## src/rtl/round_encrypt_if.sv

```systemverilog
// Bus bundle for round_encrypt: round inputs, start level, registered result and debug state.
interface round_encrypt_if #(
  parameter int BLOCK_SIZE = 16,
  parameter int KEY_SIZE   = 32
);
  logic [BLOCK_SIZE-1:0] subkey;
  logic [KEY_SIZE-1:0]   plaintext;
  logic                  signal_start;
  logic [KEY_SIZE-1:0]   ciphertext;
  logic                  finished;
  logic [3:0]            state_response;

  modport master (
    output subkey, plaintext, signal_start,
    input  ciphertext, finished, state_response
  );

  modport slave (
    input  subkey, plaintext, signal_start,
    output ciphertext, finished, state_response
  );
endinterface

```

## src/rtl/round_encrypt.sv

```systemverilog
// One SPECK encryption round, one step per state; define ROUND_ENCRYPT_FAST_PATH_EN to
// collapse rotate/add/xor steps into the ROTATE state.
module round_encrypt #(
  parameter int BLOCK_SIZE     = 16,
  parameter int KEY_SIZE       = 32,
  parameter int SHIFT_WIDTH_P0 = 7,
  parameter int SHIFT_WIDTH_P1 = 2
) (
  input  logic           clk,
  input  logic           rst_n,
  round_encrypt_if.slave bus
);

  typedef enum logic [2:0] {
    IDLE    = 3'd0,
    LOAD    = 3'd1,
    ROTATE  = 3'd2,
    ADD     = 3'd3,
    XOR_KEY = 3'd4,
    XOR_Y   = 3'd5,
    RESULT  = 3'd6,
    DONE    = 3'd7
  } state_t;

  state_t                state_reg, state_next;
  logic [BLOCK_SIZE-1:0] x_reg, y_reg, k_reg;
  logic [KEY_SIZE-1:0]   ciphertext_reg;
  logic                  finished_reg;

  logic [BLOCK_SIZE-1:0] x_rot, y_rot, y_unrot;
  logic [BLOCK_SIZE-1:0] x_key_fast, y_fast;

  assign x_rot   = (x_reg >> SHIFT_WIDTH_P0) | (x_reg << (BLOCK_SIZE - SHIFT_WIDTH_P0));
  assign y_rot   = (y_reg << SHIFT_WIDTH_P1) | (y_reg >> (BLOCK_SIZE - SHIFT_WIDTH_P1));
  // The SPECK add uses y before its rotation; y_reg is already rotated by the time ADD runs.
  assign y_unrot = (y_reg >> SHIFT_WIDTH_P1) | (y_reg << (BLOCK_SIZE - SHIFT_WIDTH_P1));

  assign x_key_fast = (x_rot + y_reg) ^ k_reg;
  assign y_fast     = y_rot ^ x_key_fast;

  always_ff @(posedge clk or negedge rst_n) begin
    if (!rst_n) begin
      state_reg <= IDLE;
    end else begin
      state_reg <= state_next;
    end
  end

  always_comb begin
    state_next = state_reg;
    case (state_reg)
      IDLE:    if (bus.signal_start) state_next = LOAD;
      LOAD:    state_next = ROTATE;
`ifdef ROUND_ENCRYPT_FAST_PATH_EN
      ROTATE:  state_next = RESULT;
`else
      ROTATE:  state_next = ADD;
`endif
      ADD:     state_next = XOR_KEY;
      XOR_KEY: state_next = XOR_Y;
      XOR_Y:   state_next = RESULT;
      RESULT:  state_next = DONE;
      DONE:    if (!bus.signal_start) state_next = IDLE;
      default: state_next = IDLE;
    endcase
  end

  always_ff @(posedge clk or negedge rst_n) begin
    if (!rst_n) begin
      x_reg          <= '0;
      y_reg          <= '0;
      k_reg          <= '0;
      ciphertext_reg <= '0;
      finished_reg   <= 1'b0;
    end else begin
      case (state_reg)
        LOAD: begin
          x_reg <= bus.plaintext[BLOCK_SIZE-1:0];
          y_reg <= bus.plaintext[KEY_SIZE-1:BLOCK_SIZE];
          k_reg <= bus.subkey;
        end
        ROTATE: begin
`ifdef ROUND_ENCRYPT_FAST_PATH_EN
          x_reg <= x_key_fast;
          y_reg <= y_fast;
`else
          x_reg <= x_rot;
          y_reg <= y_rot;
`endif
        end
        ADD:     x_reg <= x_reg + y_unrot;
        XOR_KEY: x_reg <= x_reg ^ k_reg;
        XOR_Y:   y_reg <= y_reg ^ x_reg;
        RESULT: begin
          ciphertext_reg <= {y_reg, x_reg};
          finished_reg   <= 1'b1;
        end
        DONE:    if (!bus.signal_start) finished_reg <= 1'b0;
        default: ;
      endcase
    end
  end

  assign bus.ciphertext     = ciphertext_reg;
  assign bus.finished       = finished_reg;
  assign bus.state_response = {1'b0, state_reg};

endmodule
```

## src/flat_wrapper.sv

```systemverilog
// flat-port wrapper written by rule: the top's interface ports become plain ports
module round_encrypt_flat 
#(
  parameter int BLOCK_SIZE     = 16,
  parameter int KEY_SIZE       = 32,
  parameter int SHIFT_WIDTH_P0 = 7,
  parameter int SHIFT_WIDTH_P1 = 2
)
  (clk, rst_n, bus_subkey, bus_plaintext, bus_signal_start, bus_ciphertext, bus_finished, bus_state_response);
  round_encrypt_if #(.BLOCK_SIZE(BLOCK_SIZE), .KEY_SIZE(KEY_SIZE)) bus_i ();
  input  logic clk;
  input  logic rst_n;
  input wire logic [$bits(bus_i.subkey)-1:0] bus_subkey;
  input wire logic [$bits(bus_i.plaintext)-1:0] bus_plaintext;
  input wire logic [$bits(bus_i.signal_start)-1:0] bus_signal_start;
  output wire logic [$bits(bus_i.ciphertext)-1:0] bus_ciphertext;
  output wire logic [$bits(bus_i.finished)-1:0] bus_finished;
  output wire logic [$bits(bus_i.state_response)-1:0] bus_state_response;
  assign bus_i.subkey = bus_subkey;
  assign bus_i.plaintext = bus_plaintext;
  assign bus_i.signal_start = bus_signal_start;
  assign bus_ciphertext = bus_i.ciphertext;
  assign bus_finished = bus_i.finished;
  assign bus_state_response = bus_i.state_response;
  round_encrypt #(.BLOCK_SIZE(BLOCK_SIZE), .KEY_SIZE(KEY_SIZE), .SHIFT_WIDTH_P0(SHIFT_WIDTH_P0), .SHIFT_WIDTH_P1(SHIFT_WIDTH_P1)) u_core (.clk(clk), .rst_n(rst_n), .bus(bus_i));
endmodule
```

## config.mk

```make
export PLATFORM = sky130hd
export DESIGN_NAME = round_encrypt_flat
export DESIGN_NICKNAME = d
export VERILOG_FILES = /design/src/rtl/round_encrypt_if.sv /design/src/rtl/round_encrypt.sv /design/src/flat_wrapper.sv
export SDC_FILE = /design/constraint.sdc
export NUM_CORES = 1
export LEC_CHECK = 0
export CAP_MARGIN = 20
export CORE_MARGIN = 2
export CORE_UTILIZATION = 40
export CTS_CLUSTER_DIAMETER = 150
export CTS_CLUSTER_SIZE = 10
export DETAILED_ROUTE_END_ITERATION = 10
export PLACE_DENSITY = 0.72
export SYNTH_ARGS = -nofsm -noshare
export SYNTH_HDL_FRONTEND = slang
export SYNTH_SLANG_ARGS = --single-unit
```

## constraint.sdc

```tcl
create_clock -name clk -period 6.5 [get_ports clk]
set_clock_uncertainty 0.15 [all_clocks]
set_input_delay 1.3 -clock clk [delete_from_list [all_inputs] [get_ports clk]]
set_output_delay 1.3 -clock clk [all_outputs]
set_load 0.02 [all_outputs]
```

==> results.txt, run 1 <==
- The run finished with clean final reports.
- Top delay family on crit path: flip-flops
- For this design, the sink count on the clock tree is 84.
* Highest attainable clock frequency: 281 MHz
- Total number of placement rows: 40
* Count of mapped cells out of synthesis: 525
- The synthesized netlist occupies a cell area of 5030 um^2.
* Effective utilization at floorplan: 0.414
* Buffer and inverter count on the worst path: 1
- Post-route cell area: 6370 um^2
* Die width: 116 um
- Summed over all layers, the routed wires come to 14.0 mm.
- The worst path needs 3.55 ns of the cycle, external delays included.
- The count of final hold-check violations came to 0.
- For this run, the post-layout net count is 660.
- Total net switching power: 1.72 mW
- Once placement finished, the instance area stood at 5990 um^2.
- In this run, post-CTS hold repair placed 0 buffers.
* Type of the tightest min-delay check: flop to flop
* Fin crit share: 0.547
- Of the total power, the share spent switching nets is 0.449.
- For this run, the slowest stage of the critical path takes 1.00 ns.
- Number of pins exceeding their max-slew limit in the final report: 0
- For this run, design rule violations remaining after detail routing come to 0.
* Cell-internal power: 2.11 mW
- Worst path slowest cell: sky130_fd_sc_hd__dfrtp_1
* Vias in the first global route: 4217
- The share of total power dissipated in the clock network is 0.145.
- Clock slew at reported path FFs: 0.07 ns
- Total power for the finished layout comes to 3.83 mW.
- Entering global routing, the biggest net connects 85 pins.
- Cell breakdown of the critical path: clkdlybuf4s50_1
* Source-to-sink clock delay at the later pin of the worst-skew pair: 0.33 ns
* Mean Syn Cell Area: 9.59 um^2
* Worst-case headroom to the max-slew limit: 0.339
* Sequential-to-total area share from yosys stat: 0.417
* Area growth from synthesis to layout: 26.5%
* Cts bufs inserted: 9
- In this run the deepest clock path goes through 2 buffers.
- Data arrival, critical path: 2.10 ns
- The initial antenna violation count came to 0.
* Final-layout worst hold slack: 0.338 ns
- Proportion of register bits with asynchronous set or reset after synthesis: 1.00
* Warnings from Yosys: 0
* Flops & latches, synth: 84
- In this run the worst path has a maximum fanout of 35.
* Setup tns final: 0 ns
* Sequential Power Share: 0.297
- Net count of the mapped netlist: 592
- In this run the power density over the cells is 601 nW/um^2.
* Share of layout cells above drive strength 1: 0.140
- The register with the most flip-flops in the layout has 32 of them.
- Leakage: 2.57 nW
- The detailed router placed 4435 vias in this run.
* Number of DRC markers after the initial detailed-route iteration: 286
- Routability-driven placement finished with a final weighted congestion of 0.896.
- Main flop type after synthesis: sky130_fd_sc_hd__dfrtp_1
* Port Buffers: 86
* Number of maximum-capacitance constraint violations: 0
- Post-detail-place hpwl: 10.1 mm
- Unrepaired setup endpoints after global routing: no
* Root Driver: sky130_fd_sc_hd__clkbuf_16
- Setup violations remaining at the end of the flow were counted as 0.
- Residual overflow from global routing: 0
- The first TritonRoute pass finished after 5 iterations.
* Type of the worst setup path: flop to output port
- For this run, the total global-route usage over all layers was measured as 0.217.
- The library cell used most frequently in the layout, excluding fill and tap cells, is sky130_fd_sc_hd__clkdlybuf4s50_1.
- Peak supply drop: 0.281 mV
- After clock tree synthesis, the repair step resized 0 gates.
- Die extent in y: 116 um
* Slew at the pin closest to its max-slew limit: 0.992 ns
* Commonest cells after routing, fill and taps aside: sky130_fd_sc_hd__clkdlybuf4s50_1 (85), sky130_fd_sc_hd__dfrtp_1 (84), sky130_fd_sc_hd__mux2_2 (42)
- Mean number of vias per cell: 5.79
- Post-CTS setup-driven buffer insertion count: 0
- Boundary Pins: 88
* CTS tree: yes
- STA puts the critical path data required time at 5.05 ns.
- Comb pwr share: 0.558
- The worst setup path is launched from a flop.
* Final ANT Viol Nets: 0
- Die outline area: 13500 um^2
* Yosys cell types: 57
- The core region is 12200 um^2.
- In the final routed layout, each cell accounts on average for 18.3 um.
* Number of inserted diodes: 0
* Count of flip-flops with a built-in enable after synthesis: 0
- CTS built an H-tree with a depth of 3.
- STA classifies the critical path endpoint as an output port.
* Global-route wire length before repair: 22.6 mm
[power by group through the flow]
stage	registers, mW	clock network [mW]	logic [mW]
floorplan	1.10	0	1.45
global placement	1.12	0	2.05
detailed placement	1.14	0	2.09
CTS	1.13	0.569	2.10
global route	1.17	0.590	2.35
finish	1.14	0.557	2.14
[synthesized netlist by cell type, types with 4 or more instances]
| master | count | share of area |
|---|---|---|
| sky130_fd_sc_hd__dfrtp_1 | 84 | 0.42 |
| sky130_fd_sc_hd__mux2_2 | 42 | 0.094 |
| sky130_fd_sc_hd__nand2_1 | 39 | 0.029 |
| sky130_fd_sc_hd__o21ai_0 | 39 | 0.039 |
| sky130_fd_sc_hd__a21oi_1 | 35 | 0.035 |
| sky130_fd_sc_hd__nor2_1 | 35 | 0.026 |
| sky130_fd_sc_hd__clkbuf_1 | 29 | 0.022 |
| sky130_fd_sc_hd__nor3b_1 | 18 | 0.027 |
| sky130_fd_sc_hd__ha_1 | 15 | 0.037 |
| sky130_fd_sc_hd__nor2b_1 | 15 | 0.019 |
| sky130_fd_sc_hd__nor3_1 | 13 | 0.013 |
| sky130_fd_sc_hd__o211ai_1 | 12 | 0.018 |
| sky130_fd_sc_hd__inv_1 | 11 | 0.0082 |
| sky130_fd_sc_hd__o21ai_1 | 11 | 0.011 |
| sky130_fd_sc_hd__a221oi_2 | 10 | 0.030 |
| sky130_fd_sc_hd__nand3_1 | 10 | 0.0099 |
| sky130_fd_sc_hd__o22ai_1 | 10 | 0.012 |
| sky130_fd_sc_hd__xnor2_1 | 9 | 0.016 |
| sky130_fd_sc_hd__xor2_1 | 8 | 0.014 |
| sky130_fd_sc_hd__a221oi_1 | 6 | 0.010 |
| sky130_fd_sc_hd__a31oi_1 | 6 | 0.0075 |
| sky130_fd_sc_hd__a211oi_1 | 5 | 0.0075 |
| sky130_fd_sc_hd__a21o_1 | 5 | 0.0075 |
| sky130_fd_sc_hd__mux2i_1 | 5 | 0.0099 |
| sky130_fd_sc_hd__or3_1 | 5 | 0.0062 |
| sky130_fd_sc_hd__and3_1 | 4 | 0.0050 |
[cell families after synthesis]
| family | Yosys count | synth area share |
|---|---|---|
| simple gates | 149 | 0.148 |
| fa+ha+maj | 16 | 0.0413 |
| compound gates | 159 | 0.212 |
| xor+xnor | 17 | 0.0296 |
| other cells | 1 | 0.000745 |
| mux | 48 | 0.108 |
| flops | 84 | 0.417 |
| buf+inv | 51 | 0.0422 |
[worst paths after layout]
path / start / to / slack [ns] / cells past startpoint
worst min register to register: u_core.bus.ciphertext[19]$_DFFE_PN0P_ / u_core.bus.ciphertext[19]$_DFFE_PN0P_ / 0.34 / 2
worst min-delay path: u_core.bus.ciphertext[19]$_DFFE_PN0P_ / u_core.bus.ciphertext[19]$_DFFE_PN0P_ / 0.34 / 2
worst max register to register: u_core.y_reg[2]$_DFFE_PN0P_ / u_core.x_reg[10]$_DFFE_PN0P_ / 3.63 / 9
worst max-delay path: u_core.state_reg[1]$_DFFE_PN0P_ / bus_state_response[1] / 2.95 / 1
min in group asynchronous: rst_n / u_core.k_reg[9]$_DFFE_PN0P_ / 0.71 / 1
max in group asynchronous: rst_n / u_core.y_reg[13]$_DFFE_PN0P_ / 4.87 / 2
[tightest hold or removal path, cell delays in order (launching register included)]
cell and delay (ns):
sky130_fd_sc_hd__dfrtp_1 0.35, sky130_fd_sc_hd__nand2_1 0.05, sky130_fd_sc_hd__o21ai_0 0.06
[per-layer routing]
| metal | up-vias | global-route usage | part of all wire |
|---|---|---|---|
| met1 | 2121 | 0.308 | 0.45 |
| met3 | 36 | 0.0415 | 0.078 |
| li1 | 2068 | - | - |
| met5 | - | 0 | 0 |
| met2 | 210 | 0.331 | 0.44 |
| met4 | 0 | 0.0770 | 0.029 |
[cell type report]
class | count | area [um^2]
fill | 1099 | 5790
tap | 168 | 210
sequential | 84 | 2100
clock inverter | 7 | 96.3
multi-input combinational | 390 | 2720
timing repair buffer | 95 | 966
clock buffer | 9 | 225
inverter | 13 | 48.8
[stage by stage]
stage          std cells  setup WS [ns]  utilization
6_report             766           2.95        0.524
4_1_cts              764           2.95        0.519
2_1_floorplan        525           4.11            -
5_1_grt              766           2.82        0.524
3_3_place_gp         748           3.35        0.493
3_5_place_dp         748           3.32        0.493
No activity file was read; power rests on OpenSTA's default activity.
==> run 2, diff against run 1 <==
==> constraint.sdc (replaced) <==
create_clock -name clk -period 3.5 [get_ports clk]
set_clock_uncertainty 0.15 [all_clocks]
set_input_delay 0.7 -clock clk [delete_from_list [all_inputs] [get_ports clk]]
set_output_delay 0.7 -clock clk [all_outputs]
set_load 0.02 [all_outputs]
==> run 2 against run 1 <==
  * Hold slack lost 0.18 ns
  * Highest routed layer unchanged
  * Routed wire length up 0.99%
  * Via count down 0.70%
  * Setup slack lost 2.2 ns
  * Clock-buffer cell count is 4 higher
  * Critical endpoint is now u_core.x_reg[10]$_DFFE_PN0P_
  * Die area unchanged
==> results.txt, run 2 (synthesis gave the netlist of run 1 again) <==
- The maximum fanout encountered on the critical timing path is 5 (was 35).
- Top delay family on crit path: compound AO/OA/AOI/OAI gates (was flip-flops)
- The transition time of the tightest slew-check pin was 0.533 ns (was 0.992 ns).
* Vias in the first global route: 4340 (was 4217)
* Unrepaired setup endpoints after global routing: no (unchanged)
* Commonest non-fill, non-tap cell in the layout: sky130_fd_sc_hd__clkdlybuf4s50_1 (unchanged)
* Port Buffers: 86 (unchanged)
* Total number of placement rows: 40 (unchanged)
- The slowest cell on the critical path was sky130_fd_sc_hd__dfrtp_1 (unchanged).
- The fraction of power consumed by the clock network came to 0.127 (was 0.145).
- Initial antenna violation count: 0 (unchanged)
- Final ANT Viol Nets: 0 (unchanged)
- The count of final hold-check violations came to 0 (unchanged).
- Derived from the worst setup path, the maximum achievable clock frequency is 363 MHz.
* Die outline area: 13500 um^2 (unchanged)
- The maximum buffer depth of the clock tree came to 2 (unchanged).
- The routed design could run at a clock period as short as 2.76 ns.
* Post-route cell area: 6330 um^2 (was 6370 um^2)
* Power density relative to cell area: 1100 nW/um^2 (was 601 nW/um^2)
- The endpoint arrival time on the critical path came to 2.89 ns (was 2.10 ns).
- The total clock sinks came to 84 (unchanged).
* CTS tree: yes (unchanged)
- The detailed-placement wirelength estimate was 10.3 mm (was 10.1 mm).
- Worst Reg2Reg Path Length in Cells: 9 (unchanged)
- The share of final-layout standard cells stronger than drive strength 1 is 0.141 (was 0.140).
* Buffer and inverter count on the worst path: 1 (unchanged)
* Post-CTS setup-driven buffer insertion count: 0 (unchanged)
- The total negative setup slack is 0 ns (unchanged).
- The total I/O pin count was 88 (unchanged).
* DRT Wirelength: 14.1 mm (was 14.0 mm)
* Cts bufs inserted: 9 (unchanged)
- Number of gates given a new drive strength after cts: 0 (unchanged)
* Area growth from synthesis to layout: 25.7% (was 26.5%)
* Non-filler instance count after layout: 769 (was 766)
- The final routed wire length divided by cell count is 18.4 um (was 18.3 um).
* Overall Global Routing Usage: 0.225 (was 0.217)
- Cell breakdown of the critical path: ha_1 -> inv_1 -> fa_1 -> nor2b_1 -> o211ai_1 -> a31oi_1 -> o22ai_1 -> or4_1 -> nand3_1 (was clkdlybuf4s50_1)
- Die extent in y: 116 um (unchanged)
- The max capacitance violation total is 0 (unchanged).
* Status: completed (unchanged)
- The total instance count after detailed placement came to 753 (was 748).
- The classification of the worst setup path was flop to flop (was flop to output port).
- Final-report setup violation count: 0 (unchanged)
* Setup slack on the worst flop-to-flop path: 0.74 ns (was 3.63 ns)
* Number of pins exceeding their max-slew limit in the final report: 0 (unchanged)
- The vias after detailed routing is 4404 (was 4435).
* Weighted congestion reported at the end of routability-driven placement: 0.946 (was 0.896)
- Worst-case setup margin in the final layout: 0.742 ns (was 2.95 ns)
- Total power consumption of the routed design: 6.98 mW (was 3.83 mW)
- The number of remaining DRC errors came to 0 (unchanged).
- The first-pass detailed-route iteration total was 5 (unchanged).
- The number of diodes was 0 (unchanged).
- The power dissipated by switching net loads is 3.17 mW (was 1.72 mW).
- Die width: 116 um (unchanged)
- Net total in the final layout: 664 (was 660)
* Worst path max stage delay: 0.45 ns (was 1.00 ns)
- The wire length of the first global-routing pass came to 22.9 mm (was 22.6 mm).
* R2R Path Start: u_core.x_reg[0]$_DFFE_PN0P_ (was u_core.y_reg[2]$_DFFE_PN0P_)
- Type of the tightest min-delay check: primary input to async pin (was flop to flop)
- Peak supply drop: 0.565 mV (was 0.281 mV)
- The clock latency on the worst-skew pair came to 0.35 ns (was 0.33 ns).
- Mean number of vias per cell: 5.73 (was 5.79)
- Commonest cells after routing, fill and taps aside: sky130_fd_sc_hd__clkdlybuf4s50_1 (85), sky130_fd_sc_hd__dfrtp_1 (84), sky130_fd_sc_hd__mux2_2 (42) (unchanged).
- Core area: 12200 um^2 (unchanged)
* Net switching fraction of the power: 0.454 (was 0.449)
- CTS hold repair buffers: 0 (unchanged)
- The capture point of the critical path is u_core.x_reg[10]$_DFFE_PN0P_ (was bus_state_response[1]).
- Maximum number of pins on one net before global-route repair: 85 (unchanged)
- The category of the worst setup path launch point was a flop (unchanged).
- Sort of element at the end of the critical path: flop (was output port)
- CP Depth: 9 (was 1)
* Leakage: 2.56 nW (was 2.57 nW)
- Worst Setup SP: u_core.x_reg[0]$_DFFE_PN0P_ (was u_core.state_reg[1]$_DFFE_PN0P_)
* Residual overflow from global routing: 0 (unchanged)
- The count of routing violations after the opening detailed-route iteration was 249 (was 286).
* Max FFs per register: 32 (unchanged)
- The sequential fraction of design power is 0.297 (about the same).
* Root Driver: sky130_fd_sc_hd__clkbuf_16 (unchanged)
- The share of total power in combinational logic was 0.576 (was 0.558).
* WP data required: 3.63 ns (was 5.05 ns)
- Of the available clock period, the critical path in the final layout requires 0.788.
- The clock edge transition at the registers on the reported setup and hold paths came to 0.06 ns (was 0.07 ns).
- The effective utilization at floorplan was 0.414 (unchanged).
- The placed instance area is 6030 um^2 (was 5990 um^2).
* CTS H-tree lvls: 3 (unchanged)
* Worst-case headroom to the max-slew limit: 0.643 (was 0.339)
- The reg-to-reg critical path endpoint is u_core.x_reg[10]$_DFFE_PN0P_ (unchanged).
- The internal portion of total power came to 3.81 mW (was 2.11 mW).
- The worst slack after detailed placement was 0.784 ns (was 3.32 ns).
==> run 2: worst min path at each step <==
stage	cells past startpoint	endpoint	slack, ns
detailed placement	2	u_core.bus.ciphertext[2]$_DFFE_PN0P_	0.32
global placement	2	u_core.bus.ciphertext[2]$_DFFE_PN0P_	0.32
floorplan	0	u_core.bus.ciphertext[0]$_DFFE_PN0P_	0.25
global route	1	u_core.k_reg[12]$_DFFE_PN0P_	0.19
CTS	2	u_core.bus.ciphertext[2]$_DFFE_PN0P_	0.34
finish	1	u_core.bus.ciphertext[9]$_DFFE_PN0P_	0.16
==> run 2: power groups by stage <==
stage / registers, mW / logic, mW / clock network [mW]
floorplan: 2.05 / 2.70 / 0
finish: 2.07 / 4.02 / 0.885
detailed placement: 2.08 / 3.98 / 0
global placement: 2.05 / 3.92 / 0
CTS: 2.06 / 4.01 / 0.909
global route: 2.14 / 4.42 / 0.950
==> run 2: layer usage <==
layer  share of wire  GRT usage  vias up
met4           0.023     0.0865        0
met3           0.064     0.0607       21
met2            0.45      0.340      167
met5               0          0        -
li1                -          -     2082
met1            0.46      0.309     2134
==> run 2: final cells by class <==
type                       count  area [um^2]
sequential                    84         2100
fill                        1128         5830
timing repair buffer          99          976
inverter                      13         48.8
clock buffer                  13          260
multi-input combinational    390         2720
clock inverter                 2         10.0
tap                          168          210
==> run 2: per-stage QoR <==
stage	hold slack, ns	utilization
floorplan	0.254	-
global placement	0.317	0.496
detailed placement	0.324	0.496
CTS	0.337	0.518
global route	0.192	0.520
finish	0.158	0.520
==> run 2: worst register-to-register path, delay by kind of cell, from the launching register on <==
family	cells	cell delay, ns
AO/OA/AOI/OAI	3	0.69
AND/OR/NAND/NOR	3	0.68
adder cells (fa/ha/maj)	2	0.64
flip-flops	1	0.45
buffers and inverters	1	0.07
